[config.mk]
export PLATFORM = sky130hd
export DESIGN_NAME = branch_resolve_unit
export DESIGN_NICKNAME = d
export VERILOG_FILES = /design/src/rtl/branch_resolve_unit.sv
export SDC_FILE = /design/constraint.sdc
export NUM_CORES = 1
export LEC_CHECK = 0
export BUFFER_PORTS_ARGS = -buffer_cell sky130_fd_sc_hd__buf_2
export CAP_MARGIN = 20
export CORE_ASPECT_RATIO = 1.75
export CORE_MARGIN = 1
export CORE_UTILIZATION = 29
export DETAILED_ROUTE_END_ITERATION = 10
export SYNTH_ARGS = -nofsm -noshare
export SYNTH_HDL_FRONTEND = slang
export SYNTH_SLANG_ARGS = --single-unit
[constraint.sdc]
create_clock -name clock -period 13.6 [get_ports clock]
set_clock_uncertainty 0.05 [all_clocks]
set_input_delay 1.36 -clock clock [delete_from_list [all_inputs] [get_ports clock]]
set_output_delay 1.36 -clock clock [all_outputs]
set_load 0.03 [all_outputs]
[src/rtl/branch_resolve_unit.sv]
// Branch resolution unit: merges ALU branch reports into the b1 update masks,
// picks the oldest mispredict in b2 and holds it as a frontend redirect.
module branch_resolve_unit #(
    parameter int NUM_PORTS = 2,
    parameter int MAX_BR    = 16,
    parameter int ROB_W     = 7,
    parameter int FTQ_W     = 6,
    parameter int VADDR_W   = 40
) (
    input  logic                           clock,
    input  logic                           reset,
    input  logic                           flush,
    input  logic [ROB_W-1:0]               rob_head_idx,
    input  logic [NUM_PORTS-1:0]           br_valid,
    input  logic [NUM_PORTS-1:0]           br_mispredict,
    input  logic [NUM_PORTS-1:0]           br_taken,
    input  logic [NUM_PORTS*4-1:0]         br_tag,
    input  logic [NUM_PORTS*MAX_BR-1:0]    br_mask,
    input  logic [NUM_PORTS*ROB_W-1:0]     br_rob_idx,
    input  logic [NUM_PORTS*FTQ_W-1:0]     br_ftq_idx,
    input  logic [NUM_PORTS*2-1:0]         br_pc_sel,
    input  logic [NUM_PORTS*VADDR_W-1:0]   br_jalr_target,
    input  logic [NUM_PORTS*21-1:0]        br_target_offset,
    output logic [MAX_BR-1:0]              b1_resolve_mask,
    output logic [MAX_BR-1:0]              b1_mispredict_mask,
    output logic                           b2_valid,
    output logic [ROB_W-1:0]               b2_rob_idx,
    output logic [FTQ_W-1:0]               b2_ftq_idx,
    output logic [3:0]                     b2_tag,
    output logic                           b2_taken,
    output logic [1:0]                     b2_pc_sel,
    output logic [VADDR_W-1:0]             b2_jalr_target,
    output logic [20:0]                    b2_target_offset,
    output logic                           redirect_valid,
    input  logic                           redirect_ready,
    output logic [FTQ_W-1:0]               redirect_ftq_idx,
    output logic [1:0]                     redirect_pc_sel,
    output logic [VADDR_W-1:0]             redirect_jalr_target,
    output logic [20:0]                    redirect_target_offset,
    output logic                           redirect_taken
);
    localparam int SEL_W = (NUM_PORTS > 1) ? $clog2(NUM_PORTS) : 1;

    typedef enum logic {IDLE, REDIRECT} state_t;

    state_t                  state_reg, state_next;
    logic                    load_next;
    logic [ROB_W-1:0]        held_rob_reg;
    logic [NUM_PORTS-1:0]    live, live_mis;
    logic [ROB_W-1:0]        port_age [NUM_PORTS];
    logic [MAX_BR-1:0]       port_onehot [NUM_PORTS];
    logic [MAX_BR-1:0]       resolve_next, mispredict_next;
    logic [SEL_W-1:0]        sel;
    logic [ROB_W-1:0]        sel_age;
    logic                    sel_found;
    logic [ROB_W-1:0]        b2_age, held_age;

    // A report is dropped when its uop depends on a branch being broadcast as mispredicted.
    generate
        for (genvar gi = 0; gi < NUM_PORTS; gi++) begin : g_port
            assign live[gi] = br_valid[gi] & ~flush
                & ((br_mask[gi*MAX_BR +: MAX_BR] & b1_mispredict_mask) == '0);
            assign live_mis[gi]    = live[gi] & br_mispredict[gi];
            assign port_age[gi]    = br_rob_idx[gi*ROB_W +: ROB_W] - rob_head_idx;
            assign port_onehot[gi] = {{(MAX_BR-1){1'b0}}, 1'b1} << br_tag[gi*4 +: 4];
        end
    endgenerate

    always_comb begin
        resolve_next    = '0;
        mispredict_next = '0;
        sel             = '0;
        sel_age         = '0;
        sel_found       = 1'b0;
        for (int p = 0; p < NUM_PORTS; p++) begin
            if (live[p]) begin
                resolve_next = resolve_next | port_onehot[p];
            end
            // Strict compare keeps the lower port on an age tie.
            if (live_mis[p]) begin
                mispredict_next = mispredict_next | port_onehot[p];
                if (!sel_found || (port_age[p] < sel_age)) begin
                    sel       = SEL_W'(p);
                    sel_age   = port_age[p];
                    sel_found = 1'b1;
                end
            end
        end
    end

    assign b2_age         = b2_rob_idx - rob_head_idx;
    assign held_age       = held_rob_reg - rob_head_idx;
    assign redirect_valid = (state_reg == REDIRECT);

    always_comb begin
        state_next = state_reg;
        load_next  = 1'b0;
        case (state_reg)
            IDLE: begin
                if (b2_valid) begin
                    load_next  = 1'b1;
                    state_next = REDIRECT;
                end
            end
            REDIRECT: begin
                // A younger b2 without a fire is dropped; the held redirect already covers it.
                if (b2_valid && (redirect_ready || (b2_age < held_age))) begin
                    load_next = 1'b1;
                end else if (redirect_ready && !b2_valid) begin
                    state_next = IDLE;
                end
            end
            default: state_next = IDLE;
        endcase
    end

    always_ff @(posedge clock) begin
        if (reset || flush) begin
            state_reg          <= IDLE;
            b1_resolve_mask    <= '0;
            b1_mispredict_mask <= '0;
            b2_valid           <= 1'b0;
        end else begin
            state_reg          <= state_next;
            b1_resolve_mask    <= resolve_next;
            b1_mispredict_mask <= mispredict_next;
            b2_valid           <= sel_found;
        end
    end

    always_ff @(posedge clock) begin
        if (sel_found) begin
            b2_rob_idx       <= br_rob_idx[sel*ROB_W +: ROB_W];
            b2_ftq_idx       <= br_ftq_idx[sel*FTQ_W +: FTQ_W];
            b2_tag           <= br_tag[sel*4 +: 4];
            b2_taken         <= br_taken[sel];
            b2_pc_sel        <= br_pc_sel[sel*2 +: 2];
            b2_jalr_target   <= br_jalr_target[sel*VADDR_W +: VADDR_W];
            b2_target_offset <= br_target_offset[sel*21 +: 21];
        end
        if (load_next) begin
            held_rob_reg           <= b2_rob_idx;
            redirect_ftq_idx       <= b2_ftq_idx;
            redirect_pc_sel        <= b2_pc_sel;
            redirect_jalr_target   <= b2_jalr_target;
            redirect_target_offset <= b2_target_offset;
            redirect_taken         <= b2_taken;
        end
    end
endmodule

### Word-level counts from Yosys, hierarchy flattened

Index checks and enable logic that the tools add are counted.

* register bits after elaboration: 192
* latch bits: 0
* RAM bits: 0
* bits in read-only memories: 0
* bits of input ports: 209
* output and inout bits: 185
* logic and storage cells: 75
* memories kept: 0

* add/sub/neg operators: 4
* $mul: 4
* divide/modulo/power cells: 0
* order comparisons: 3
* eq/ne operators: 0
* shift-type cells: 8
* multiplexer cells: 18
* bitwise logic cells: 12
* reductions and logical operators: 9

Operators by type and width (number)
* $shiftx 80x8->40: 1
* $mux 16: 4
* $shiftx 42x7->21: 1
* $and 16x16->16: 2
* $logic_not 16->1: 2
* $or 16x16->16: 2
* $shl 1x4->16 const A: 2
* $sub 7x7->7: 4
* $lt 7x7->1: 2
* $shiftx 14x5->7: 1
* $shiftx 12x5->6: 1
* $mux 1: 11
* $mul 1x3->4 const B: 2
* $shiftx 8x4->4: 1
* $mux 7: 1
* $and 1x1->1: 6
* $mul 1x5->6 const B: 1
* $pmux 1 s2: 2
* $shiftx 4x3->2: 1
* $logic_or 1x1->1: 3
* $mul 1x2->3 const B: 1
* $logic_and 1x1->1: 2
* $logic_not 1->1: 2
* $lt 1x2->1 const B: 1
* $not 1->1: 2

### Logic depth before layout (Yosys ltp)

Gate-level depths: netlist (run 1).

* depth after elaboration: 11
* gate-level depth with buffers: 16
* gate-level depth less buffers: 15

### Least setup slack after synthesis (run 1)

OpenSTA, ideal clock, no wires.

* kind: input-to-reg
* start point: input rob_head_idx[1]
* end point: register held_rob_reg[0] (enable)
* setup time: 0.618 ns
* arrival: 8.864 ns
* required time: 12.932 ns
* setup slack: 4.067 ns
* cell stages on the path: 12
* path buffers: 0
* cells stage by stage: inv_1 -> ha_1 -> nor2b_1 -> o21ai_0 -> a21boi_0 -> or4_1 -> o311ai_0 -> ha_1 -> and3_1 -> a21oi_1 -> o21ai_0 -> o21ai_0

* longest elaborated chain between the ends: 6
* elaborated cells on any way between the ends: 7
* classes of those cells: add/sub (2); order compare (1); mux (2); reduce/logical (2)

Ends and longest elaborated chain
* start: declaration: line 13 `input logic [ROB_W-1:0] rob_head_idx,`
* $sub 7x7->7 (on tied branches): line 91, 92
* $lt 7x7->1 *: line 107 `if (b2_valid && (redirect_ready || (b2_age < held_age))) begin`
* $logic_or 1x1->1 *: line 107
* $logic_and 1x1->1 *: line 107
* $mux 1 *: line 107
* $pmux 1 s2 *: line 98 `case (state_reg)`
* named net load_next: line 47 `logic load_next;`
* end signal: assignment: line 142 `held_rob_reg <= b2_rob_idx;`
* end: declaration: line 48 `logic [ROB_W-1:0] held_rob_reg;`

The timed path passes the listed nets; every way through them passes the cells marked *.
A chain may end at the register's enable or synchronous reset.

### Worst setup path after layout (run 1)

* start point: input rob_head_idx[1]
* end point: register b2_ftq_idx[4], data pin

* longest elaborated chain between the ends: 8
* elaborated cells on any way between the ends: 9
* classes of those cells: add/sub (2); mul (1); order compare (1); shift (1); mux (3); reduce/logical (1)

Ends and longest elaborated chain
* $sub 7x7->7: line 64 `assign port_age[gi] = br_rob_idx[gi*ROB_W +: ROB_W] - rob_head_idx;`
* $mux 7: line 80 `if (live_mis[p]) begin`
* $lt 7x7->1 *: line 82 `if (!sel_found || (port_age[p] < sel_age)) begin`
* $logic_or 1x1->1 *: line 82
* $mux 1 *: line 82
* $mux 1 *: line 80
* $mul 1x2->3 *: line 134 `b2_ftq_idx <= br_ftq_idx[sel*FTQ_W +: FTQ_W];`
* $shiftx 12x5->6 *: line 134
* end signal: assignment: line 134
* end: declaration: line 28 `output logic [FTQ_W-1:0] b2_ftq_idx,`

Every way passes the cells marked *; elsewhere a longest branch is shown, timed or not.

==> summary.md, run 1 <==
| Metric | Value |
|---|---|
| Maximum fanout along the worst path | `46` |
| Met2 track demand over resource | `0.296` |
| Effective utilization at floorplan | `0.295` |
| Area share of the leading cell type in the synthesized netlist | `0.562` |
| Drt drc | `0` |
| Count of different cell masters after synthesis | `52` |
| Number of max-cap violations | `0` |
| Kind of launch point of the worst setup path | `input pin` |
| Total power of the final layout | `1.39 mW` |
| Syn Area/Cell | `15.3 um2` |
| Predominant post-synthesis flop cell | `sky130_fd_sc_hd__edfxtp_1` |
| Layout net count | `1209` |
| Most used routing layer in global routing | `met2` |
| Total negative setup slack | `0 ns` |
| Signed area change from the synthesized netlist to the final layout | `35.2%` |
| Top flop regs | `b2_jalr_target: 40 flops, redirect_jalr_target: 40 flops` |
| Met3 usage in global routing | `0.0403` |
| Max Slew Vio Count | `0` |
| Clock network latency to the later pin of the worst-skew pair | `0.44 ns` |
| Clk Tree Root Cell | `sky130_fd_sc_hd__clkbuf_16` |
| Post-synthesis async set-or-reset flop share | `0` |
| Pin count of the biggest net entering global routing | `66` |
| Leak | `4.82 nW` |
| PnR worst setup slack | `8.11 ns` |
| Depth of the most critical reg-to-reg path | `13` |
| Number of synthesized register bits | `192` |
| Final setup violating endpoints | `0` |
| Critical path class | `input pin to flop` |
| Outcome | `completed` |
| Unrepaired setup endpoints after global routing | `false` |
| TritonCTS Buffers | `17` |
| Final hold violation count | `0` |
| Number of cells upsized or downsized after cts | `0` |
| Area contributors post-synth | `sky130_fd_sc_hd__edfxtp_1 56%, sky130_fd_sc_hd__mux2_2 9.3%, sky130_fd_sc_hd__dfxtp_1 8.1%` |
| Placed instance area | `10800 um2` |
| Starting DRC count in detailed routing | `334` |
| Wire length of the first global-routing pass | `35300 um` |
| IR drop worst, VDD | `0.0000885 V` |
| Synthesized net count | `802` |
| Final routed wirelength across all metal layers | `25400 um` |
| Total track usage | `0.166` |
| Power per Cell Area | `122 nW/um2` |
| Period utilisation layout | `0.403` |
| Highest Clock Rate | `182 MHz` |
| Clock-pin transition on the worst setup and hold timing paths | `0.08 ns` |
| Number of enable-type register cells in the synthesized netlist | `158` |
| Final weighted congestion of routability-driven global placement | `0.958` |
| Fraction of met1 tracks used by global routing | `0.172` |
| Final global-route overflow total | `0` |
| Proportion of layout cells with a drive suffix above 1 | `0.532` |
| Post-detailed-route wirelength per cell | `18.8 um` |
| Top cells by count, synth | `158 x sky130_fd_sc_hd__edfxtp_1, 70 x sky130_fd_sc_hd__mux2_2, 36 x sky130_fd_sc_hd__ha_1, 34 x sky130_fd_sc_hd__dfxtp_1, 26 x sky130_fd_sc_hd__inv_1` |
| Area of the die | `29800 um2` |
| Die height | `228 um` |
| Maximum root-to-sink buffer count | `2` |
| Vias in the first global route | `6182` |
| Pin slew with the least headroom to its limit | `0.936 ns` |
| Largest area contributor in the synthesized netlist | `sky130_fd_sc_hd__edfxtp_1` |
| Path category of the worst min-delay check | `flop to flop` |
| Clock tree from TritonCTS | `built` |
| Number of sinks handled by clock tree synthesis | `192` |
| Required time of the critical path | `13.74 ns` |
| Data arrival time of the critical path | `5.63 ns` |
| Hold Path Cell Cnt | `0` |
| Cells after synthesis | `553` |
| Minimum clock period | `5.49 ns` |
| Netlist area before placement | `8440 um2` |
| Io pins | `394` |
| Setup WS pre-CTS | `7.63 ns` |
| Routed vias/inst | `4.72` |
| Die span in x | `131 um` |
| Count of standard-cell rows | `82` |
| CP Capture Type | `flop` |
| Initial antenna violation count | `0` |
| Design Area, Final | `11400 um2` |
| Core footprint | `28600 um2` |
| Flop-to-flop setup slack | `9.22 ns` |
| DRT antenna net count | `0` |
| Estimated wirelength of the detail-placed design | `20000 um` |
| # Post-CTS Setup Buffers | `0` |
| Warnings, synthesis | `0` |
| CTS HTree Levels | `4` |
| First-pass DRT Iterations | `5` |
| Relative max-transition margin | `0.376` |
| Routed via count | `6387` |
| Dominant cell by count in the synthesized netlist | `sky130_fd_sc_hd__edfxtp_1` |
| Post-synthesis sequential area ratio | `0.643` |
| Quantity of hold-fixing buffers added after cts | `0` |
| Count of buffers from port buffering | `393` |
==> metrics by stage <==
stage               utilization  hold slack [ns]  instances
finish                    0.399            0.393       1352
detailed placement        0.379            0.379       1319
global route              0.399            0.408       1351
global placement          0.379            0.373       1319
floorplan                     -            0.619        553
CTS                       0.399            0.395       1351
==> layout make-up <==
| class | count | area [um2] |
|---|---|---|
| antenna | 1 | 2.50 |
| timing repair buffer | 399 | 2010 |
| clock inverter | 12 | 119 |
| fill | 2710 | 17200 |
| inverter | 26 | 97.6 |
| multi-input combinational | 324 | 2840 |
| tap | 378 | 473 |
| clock buffer | 20 | 447 |
| sequential | 192 | 5430 |
==> metal layers <==
metal | vias up | wire, um
li1 | 2973 | -
met2 | 338 | 13500
met3 | 53 | 1640
met1 | 3023 | 9180
met5 | - | 0
met4 | 0 | 1100
==> where the power goes <==
part / switching [mW] / leakage (nW) / internal [mW]
Clock: 0.242 / 0.276 / 0.248
Combinational: 0.132 / 2.82 / 0.0854
Sequential: 0.0117 / 1.73 / 0.668
==> worst paths after layout <==
check / from / end
max: rob_head_idx[1] / b2_ftq_idx[4]
min: b2_target_offset[10] / redirect_target_offset[10]
max reg2reg: b1_mispredict_mask[0] / b2_ftq_idx[4]
min reg2reg: b2_target_offset[10] / redirect_target_offset[10]
==> cells by family after synthesis <==
logic type                 after synthesis  share of synthesized area
xor gates and xnor gates                15                     0.0156
AOI/OAI and AO/OA                       95                     0.0815
buffers and inverters                   37                     0.0236
adders and majority gates               40                     0.0629
DFF                                    192                      0.643
muxes                                   83                      0.115
and+or+nand+nor                         91                     0.0590
==> cell usage in the layout (no fill, tap or decap), drive strengths merged, types with 6 or more instances in the layout <==
cell type and instances:
buf 399, edfxtp 158, mux2 80, ha 36
dfxtp 34, inv 34, clkbuf 20, o22ai 19
nor2 17, nand2 17, a21oi 15, nand3 13
o32ai 13, o21ai 12, xnor2 10, a22oi 10
nor2b 8, nand3b 6
==> critical path, stage by stage <==
cell and delay, ns:
sky130_fd_sc_hd__buf_2 0.10, sky130_fd_sc_hd__inv_1 0.31, sky130_fd_sc_hd__ha_1 0.30, sky130_fd_sc_hd__nor2b_1 0.12
sky130_fd_sc_hd__o21ai_0 0.18, sky130_fd_sc_hd__a21boi_0 0.16, sky130_fd_sc_hd__or4b_2 0.63, sky130_fd_sc_hd__o311ai_0 0.14
sky130_fd_sc_hd__ha_1 0.20, sky130_fd_sc_hd__nand2_1 0.06, sky130_fd_sc_hd__o21ai_0 0.17, sky130_fd_sc_hd__a21oi_1 0.10
sky130_fd_sc_hd__o2111ai_4 0.20, sky130_fd_sc_hd__buf_4 0.47, sky130_fd_sc_hd__buf_4 0.65, sky130_fd_sc_hd__mux2_2 0.42
Power figures use the tool's default switching activity.
==> inputs of run 2 (changes only) <==
- clock period: 13.6 -> 5.7 ns (I/O delays scaled with it)
==> summary.md, run 2 (synthesis results as in run 1) <==
| Metric | Value |
|---|---|
| Kind of launch point of the worst setup path | `input pin` |
| Clock tree from TritonCTS | `built` |
| Core footprint | `28600 um2 (unchanged)` |
| Final hold violation count | `0 (unchanged)` |
| Count of buffers from port buffering | `393 (unchanged)` |
| Leading cell types in the layout, fill and taps excluded | `393 x sky130_fd_sc_hd__buf_2, 158 x sky130_fd_sc_hd__edfxtp_1, 70 x sky130_fd_sc_hd__mux2_2` |
| Layout net count | `1210 (+0.083%)` |
| Die span in x | `131 um (unchanged)` |
| Top flop regs | `b2_jalr_target: 40 flops, redirect_jalr_target: 40 flops` |
| First-pass DRT Iterations | `5 (unchanged)` |
| Signed area change from the synthesized netlist to the final layout | `36.0%` |
| Maximum fanout along the worst path | `46 (unchanged)` |
| Estimated wirelength of the detail-placed design | `19700 um (-1.5%)` |
| Slowest-stage cell, CP | `sky130_fd_sc_hd__or4b_2` |
| CP Capture Type | `flop` |
| PnR worst setup slack | `1.58 ns (-6.54 ns)` |
| Period utilisation layout | `0.724` |
| Drt drc | `0 (unchanged)` |
| Initial antenna violation count | `0 (unchanged)` |
| Io pins | `394 (unchanged)` |
| Path category of the worst min-delay check | `input pin to flop` |
| Total track usage | `0.164 (-0.00226)` |
| Flop-to-flop setup slack | `1.86 ns (-7.36 ns)` |
| DRT antenna net count | `0 (unchanged)` |
| Final routed wirelength across all metal layers | `25400 um (-0.18%)` |
| Total negative setup slack | `0 ns (unchanged)` |
| Proportion of layout cells with a drive suffix above 1 | `0.534 (+0.00151)` |
| Count of standard-cell rows | `82 (unchanged)` |
| Required time of the critical path | `5.84 ns (-7.90 ns)` |
| Unrepaired setup endpoints after global routing | `false` |
| # Post-CTS Setup Buffers | `0 (unchanged)` |
| Area of the die | `29800 um2 (unchanged)` |
| Clock network latency to the later pin of the worst-skew pair | `0.44 ns (about the same)` |
| Number of max-cap violations | `0 (unchanged)` |
| Relative max-transition margin | `0.349 (-0.0268)` |
| Critical-path cell list | `buf_2, inv_1, ha_1, nor2b_1, o21ai_0, a21boi_0, or4b_2, o311ai_0, ha_1, nand2_1, o21ai_0, a21oi_1, o2111ai_4, buf_12, mux2_2` |
| Most common library cell in the layout ignoring fill and taps | `sky130_fd_sc_hd__buf_2` |
| Leak | `4.86 nW (+0.73%)` |
| Routed vias/inst | `4.72 (-0.17%)` |
| Clock-pin transition on the worst setup and hold timing paths | `0.08 ns (about the same)` |
| IR drop worst, VDD | `0.000199 V (+130%)` |
| Setup WS pre-CTS | `1.13 ns (-6.50 ns)` |
| Final setup violating endpoints | `0 (unchanged)` |
| Highest Clock Rate | `242 MHz` |
| Quantity of hold-fixing buffers added after cts | `0 (unchanged)` |
| Number of sinks handled by clock tree synthesis | `192 (unchanged)` |
| Post-detailed-route wirelength per cell | `18.8 um (-0.18%)` |
| Routed via count | `6376 (-0.17%)` |
| Effective utilization at floorplan | `0.295 (unchanged)` |
| Number of cells upsized or downsized after cts | `0 (unchanged)` |
| Wire length of the first global-routing pass | `34900 um (-1.1%)` |
| Die height | `228 um (unchanged)` |
| Power per Cell Area | `294 nW/um2 (+140%)` |
| TritonCTS Buffers | `17 (unchanged)` |
| Pin count of the biggest net entering global routing | `63 (-4.5%)` |
| Antenna cells | `0 (-1)` |
| Largest stage delay on the critical path | `0.63 ns (-0.02 ns)` |
| CTS HTree Levels | `4 (unchanged)` |
| Max Slew Vio Count | `0 (unchanged)` |
| Pin slew with the least headroom to its limit | `0.976 ns (+0.0402 ns)` |
| Starting DRC count in detailed routing | `340 (+1.8%)` |
| Outcome | `completed` |
| Final weighted congestion of routability-driven global placement | `1.01 (+4.9%)` |
| Minimum clock period | `4.12 ns` |
| Final global-route overflow total | `0 (unchanged)` |
| Data arrival time of the critical path | `4.27 ns (-1.36 ns)` |
| Maximum root-to-sink buffer count | `2 (unchanged)` |
| Clk Tree Root Cell | `sky130_fd_sc_hd__clkbuf_16` |
| Critical path class | `input pin to flop` |
| Vias in the first global route | `6348 (+2.7%)` |
run 2: cell count changes in the layout (fill, tap and decap cells not counted), sizes merged:
cell / previous run / this run
inv: 34 / 30
bufinv: 0 / 2
clkbuf: 20 / 17
buf: 399 / 400
clkinv: 3 / 8
diode: 1 / 0
run 2: cell type report:
cell class	count	area, um2
fillers	2711	17100
flip-flops and latches	192	5430
multi-input cells	324	2840
repair buffers	400	2040
well taps	378	473
clock buffers	17	425
clock inverters	15	180
inverters	26	97.6
run 2: worst max-delay path, delay by kind of cell:
| family | cells | cell delay, ns |
|---|---|---|
| multiplexers | 1 | 0.38 |
| AO/OA/AOI/OAI | 6 | 1.19 |
| AND/OR/NAND/NOR | 3 | 0.81 |
| adder cells (fa/ha/maj) | 2 | 0.51 |
| buffers and inverters | 3 | 0.75 |
run 2: worst paths after layout:
check                  startpoint                        to  cells after the start
min          br_target_offset[35]      b2_target_offset[14]                      2
min reg2reg     b2_jalr_target[8]   redirect_jalr_target[8]                      0
max reg2reg         b2_rob_idx[1]  redirect_jalr_target[18]                     12
max               rob_head_idx[1]         b2_jalr_target[2]                     15
run 2: power breakdown:
part           switching [mW]  internal, mW
combinational           0.315         0.206
clock                   0.572         0.660
sequential             0.0264          1.59
total                   0.913          2.46
run 2: metal layers:
| layer | vias to the layer above | wire (um) | GRT usage |
|---|---|---|---|
| li1 | 2978 | - | - |
| met1 | 3037 | 9080 | 0.163 |
| met2 | 308 | 13600 | 0.297 |
| met3 | 53 | 1830 | 0.0482 |
| met4 | 0 | 874 | 0.0945 |
| met5 | - | 0 | 0 |
run 2: metrics by stage:
step,hold slack (ns),cells,power (mW),utilization,area [um2]
3_5_place_dp,0.381,1320,2.18,0.380,10900
4_1_cts,0.339,1352,3.42,0.401,11500
3_3_place_gp,0.375,1320,2.17,0.380,10900
6_report,0.370,1352,3.37,0.401,11500
5_1_grt,0.343,1352,3.50,0.401,11500
2_1_floorplan,0.619,553,1.98,-,8440
